==> config.mk <==
export PLATFORM = sky130hd
export DESIGN_NAME = reg_file_rd_streamer
export DESIGN_NICKNAME = d
export VERILOG_FILES = /design/src/rtl/reg_file_rd_streamer_pkg.sv /design/src/rtl/reg_file_rd_streamer.sv
export SDC_FILE = /design/constraint.sdc
export NUM_CORES = 1
export LEC_CHECK = 0
export CAP_MARGIN = 20
export CORE_AREA = 10 10 400 402
export DETAILED_ROUTE_END_ITERATION = 7
export DIE_AREA = 0 0 410 412
export GPL_TIMING_DRIVEN = 0
export SYNTH_ARGS = -nofsm -noshare
export SYNTH_HDL_FRONTEND = slang
export SYNTH_SLANG_ARGS = --single-unit
==> constraint.sdc <==
create_clock -name clk_i -period 6.1 [get_ports clk_i]
set_input_delay 1.22 -clock clk_i [delete_from_list [all_inputs] [get_ports clk_i]]
set_output_delay 1.22 -clock clk_i [all_outputs]
set_load 0.01 [all_outputs]
==> src/rtl/reg_file_rd_streamer_pkg.sv <==
// Shared sequencer definitions for the hypervector register-file access blocks.
package reg_file_rd_streamer_pkg;

  typedef enum logic [1:0] {
    IDLE   = 2'd0,
    STREAM = 2'd1
  } streamer_state_e;

endpackage

==> src/rtl/reg_file_rd_streamer.sv <==
// Reader-side burst sequencer: walks a wrap-around register range through one
// combinational read port and drains the captured words over valid/ready.
module reg_file_rd_streamer
  import reg_file_rd_streamer_pkg::*;
#(
  parameter int unsigned DataWidth    = 512,
  parameter int unsigned NumRegs      = 4,
  parameter int unsigned CountWidth   = 8,
  parameter int unsigned NumRegsWidth = (NumRegs > 1) ? $clog2(NumRegs) : 1
) (
  input  logic                    clk_i,
  input  logic                    rst_ni,
  input  logic                    start_i,
  input  logic [NumRegsWidth-1:0] base_addr_i,
  input  logic [CountWidth-1:0]   num_reads_i,
  input  logic                    abort_i,
  output logic                    busy_o,
  output logic                    done_o,
  output logic [NumRegsWidth-1:0] rf_rd_addr_o,
  input  logic [DataWidth-1:0]    rf_rd_data_i,
  output logic [DataWidth-1:0]    data_o,
  output logic                    data_valid_o,
  input  logic                    data_ready_i
);

  // Modulo-NumRegs step; explicit compare so non-power-of-two sizes wrap too.
  function automatic logic [NumRegsWidth-1:0] f_next_ptr(
    input logic [NumRegsWidth-1:0] ptr
  );
    if (ptr == NumRegsWidth'(NumRegs - 1)) begin
      return '0;
    end
    return ptr + NumRegsWidth'(1);
  endfunction

  streamer_state_e         r_state;
  logic [CountWidth-1:0]   r_remaining;
  logic [NumRegsWidth-1:0] r_ptr;
  logic [DataWidth-1:0]    r_data;
  logic                    r_valid;
  logic                    r_done;

  logic w_stream;
  logic w_load;
  logic w_xfer;

  assign w_stream = (r_state == STREAM);
  assign w_xfer   = r_valid && data_ready_i;
  assign w_load   = w_stream && (r_remaining != '0) && (!r_valid || data_ready_i);

  always_ff @(posedge clk_i or negedge rst_ni) begin
    if (!rst_ni) begin
      r_state     <= IDLE;
      r_remaining <= '0;
      r_ptr       <= '0;
      r_data      <= '0;
      r_valid     <= 1'b0;
      r_done      <= 1'b0;
    end else begin
      r_done <= 1'b0;
      if (abort_i) begin
        // Cancel wins over everything; pointer and last word are left as-is.
        r_state     <= IDLE;
        r_valid     <= 1'b0;
        r_remaining <= '0;
      end else begin
        case (r_state)
          IDLE: begin
            if (start_i) begin
              if (num_reads_i != '0) begin
                r_state     <= STREAM;
                r_ptr       <= base_addr_i;
                r_remaining <= num_reads_i;
              end else begin
                r_done <= 1'b1;
              end
            end
          end
          STREAM: begin
            if (w_load) begin
              r_data      <= rf_rd_data_i;
              r_valid     <= 1'b1;
              r_ptr       <= f_next_ptr(r_ptr);
              r_remaining <= r_remaining - CountWidth'(1);
            end else if (w_xfer) begin
              // Last word handed off with nothing left to load: burst complete.
              r_valid <= 1'b0;
              r_state <= IDLE;
              r_done  <= 1'b1;
            end
          end
          default: r_state <= IDLE;
        endcase
      end
    end
  end

  assign busy_o       = w_stream;
  assign done_o       = r_done;
  assign rf_rd_addr_o = r_ptr;
  assign data_o       = r_data;
  assign data_valid_o = r_valid;

endmodule

==> run metrics <==
synthesized area per cell=18.7 sq um; CTS sink cnt=525; initial antenna violation count=66; WP buf/inv=1; Post-synth EDFFs=0; routed length per instance=27.1 um; Yosys cell types=41; Placer Congestion=0.855; sequential cell area=13100 sq um; maximum VDD drop=0.221 mV; # fillers=15798; total of max-cap violations=0; Tightest Hold Check Type=in2async; CTS H-tree depth=3; CP startpoint kind=register; Multi-input gate area=8070 sq um; syn nets=1707; Hold WS=441 ps; FMAX=317 MHz; Worst setup EP type=primary output; status=finished clean; commonest non-fill, non-tap cell in the layout=clkdlybuf4s50_1; TritonCTS clock tree=done; Worst Setup EP=data_o[199]; Die Span Y=412 um; endpoints failing hold=0; Initial Utilization=0.145; Clock Skews=22.4 ps; drt first-iter violations=862; Top FF cell, synth=dfrtp_1; full die area=169000 sq um; CTS Root Cell=clkbuf_16; GR Util met3=0.0736; GRT Total Usage=0.135; first-pass GRT wire length=155 mm; R2R Setup Slk=3520 ps; period utilization=0.517; Synth async-reset ratio=1.00; Final Slew Violations=0; reg-to-reg endpoint=data_o[284]; Setup crit start=data_o[199]; number of synthesis warnings=0; most frequent cells in the layout=1042 x clkdlybuf4s50_1, 525 x dfrtp_1, 470 x mux2_4, 73 x clkbuf_16, 49 x mux2_2; critical path's slowest cell=clkdlybuf4s50_1; vias in the first global route=16325; Via density=3.41; GRT busiest layer=met2; share of cells above drive strength 1=0.294; grt met1 use=0.147; Netlist Area Pre-Place=22000 sq um; Seq cells post-synth=525; CP cell instances=clkdlybuf4s50_1; pwr/cell area=430 nW/um^2; detailed-route via count=14983; Post-CTS Setup Bufs=0; nets@finish=2828; HPWL Detailed=99.7 mm; area of the core=152000 sq um; Crit Path Class=reg2out; fin crit period=3160 ps; post-synthesis sequential area ratio=0.596; First-pass DRT Iterations=5; Rel. slew slack=0.496; drt total wl=119 mm; remaining antenna violation count after routing=0; Pwr Total=0.0161 W; Port Buffer Count=1043; worst path required time=4880 ps; instance count on the critical path=1; Fin Setup TNS=0 ps; largest net degree at the start of global routing=112; Largest stage delay, worst path=960 ps; Residual DRC=0; worst-skew pair later-pin latency=640 ps; Die W=410 um; crit-path max FO=2; M2 GR Usage=0.224; CTS buffer count=71; Cells after Synth=1177; row count=143; total grt overflow=0; r2r startpoint=r_remaining[0]; critical path's top delay family=buffers and inverters; Hold Buf Count CTS=0; RSZ-0062 raised after global routing=false; I/O Pins=1044; crit path DAT=1940 ps; Worst Reg-to-Reg Cells=8; Max clock buf depth=3; Setup Viol. Count Final=0; post_cts resized=0; worst slew pin tran=756 ps; CTS clk-pin slew, worst paths=60 ps; Leakage=15.6 nW; synth-to-layout area growth=70.1%
## report_power, final
group / internal [W] / leakage, nW / total [W] / switching (W)
Sequential: 0.00468 / 6.19 / 0.00555 / 0.000875
Combinational: 0.00391 / 8.30 / 0.00640 / 0.00249
Clock: 0.00244 / 1.11 / 0.00414 / 0.00170
## kinds of logic after synthesis
kind of cell | Yosys count | share of synthesized area
flip-flops | 525 | 0.596
multiplexers | 520 | 0.346
buffers and inverters | 65 | 0.0375
AND/OR/NAND/NOR | 40 | 0.0106
AO/OA/AOI/OAI | 22 | 0.00749
adder cells (fa/ha/maj) | 3 | 0.00170
XOR/XNOR | 2 | 0.000795
## registers in the layout, indices dropped and copies added (netlist names)
name / flops
data_o: 512
data_valid_o: 1
done_o: 1
r_remaining: 8
r_state: 1
rf_rd_addr_o: 2
## cells in the mapped netlist, types with 2 or more instances
library cell | n | share of area
or3_1 | 2 | 0.00057
dfrtp_1 | 525 | 0.60
nand2b_1 | 3 | 0.00085
inv_1 | 5 | 0.00085
ha_1 | 3 | 0.0017
a211oi_1 | 2 | 0.00068
nor4_1 | 4 | 0.0011
nor3b_1 | 2 | 0.00068
and3_1 | 2 | 0.00057
nand2_1 | 5 | 0.00085
o32a_1 | 2 | 0.00091
mux2_4 | 470 | 0.32
nor3_1 | 5 | 0.0011
a21oi_1 | 6 | 0.0014
buf_6 | 9 | 0.0046
mux2_2 | 49 | 0.025
a22oi_1 | 2 | 0.00068
buf_8 | 41 | 0.028
buf_1 | 2 | 0.00034
buf_12 | 3 | 0.0027
a21o_1 | 2 | 0.00068
xnor2_1 | 2 | 0.00080
buf_2 | 4 | 0.00091
nor2_1 | 8 | 0.0014
nor2b_1 | 2 | 0.00057
or4_1 | 2 | 0.00068
## per-stage QoR
step,std cells,setup WS [ps],instance area [sq um],util
6_report,4392,2940,37500,0.247
5_1_grt,4390,2670,37500,0.247
4_1_cts,4381,2730,37500,0.247
3_5_place_dp,4255,2450,35200,0.232
3_3_place_gp,4250,-22080,35000,0.231
2_1_floorplan,1177,3520,22000,-
## routing by layer
| metal | up-vias | routed length [um] | part of all wire |
|---|---|---|---|
| met3 | 219 | 13900 | 0.12 |
| met1 | 7573 | 44000 | 0.37 |
| li1 | 6465 | - | - |
| met5 | - | 54 | 0.00045 |
| met2 | 718 | 58300 | 0.49 |
| met4 | 8 | 3000 | 0.025 |
## cell type report
type                       count  area share
clock inverter                19     0.00484
sequential                   525       0.351
multi-input combinational    587       0.215
inverter                       5    0.000501
tap                         2030      0.0678
buffer                        60      0.0216
timing repair buffer        1048       0.282
clock buffer                 107      0.0564
antenna                       11    0.000734
## worst min path at each step
stage	cells past startpoint	from	slack, ps	endpoint
finish	1	rst_ni	440	data_o[144]
global route	1	rst_ni	400	data_o[144]
CTS	1	rst_ni	380	data_o[144]
detailed placement	1	data_o[253]	490	data_o[253]
global placement	1	data_o[474]	490	data_o[474]
floorplan	1	r_remaining[7]	510	r_remaining[7]
Note: power is estimated with default switching activity, not from simulation.
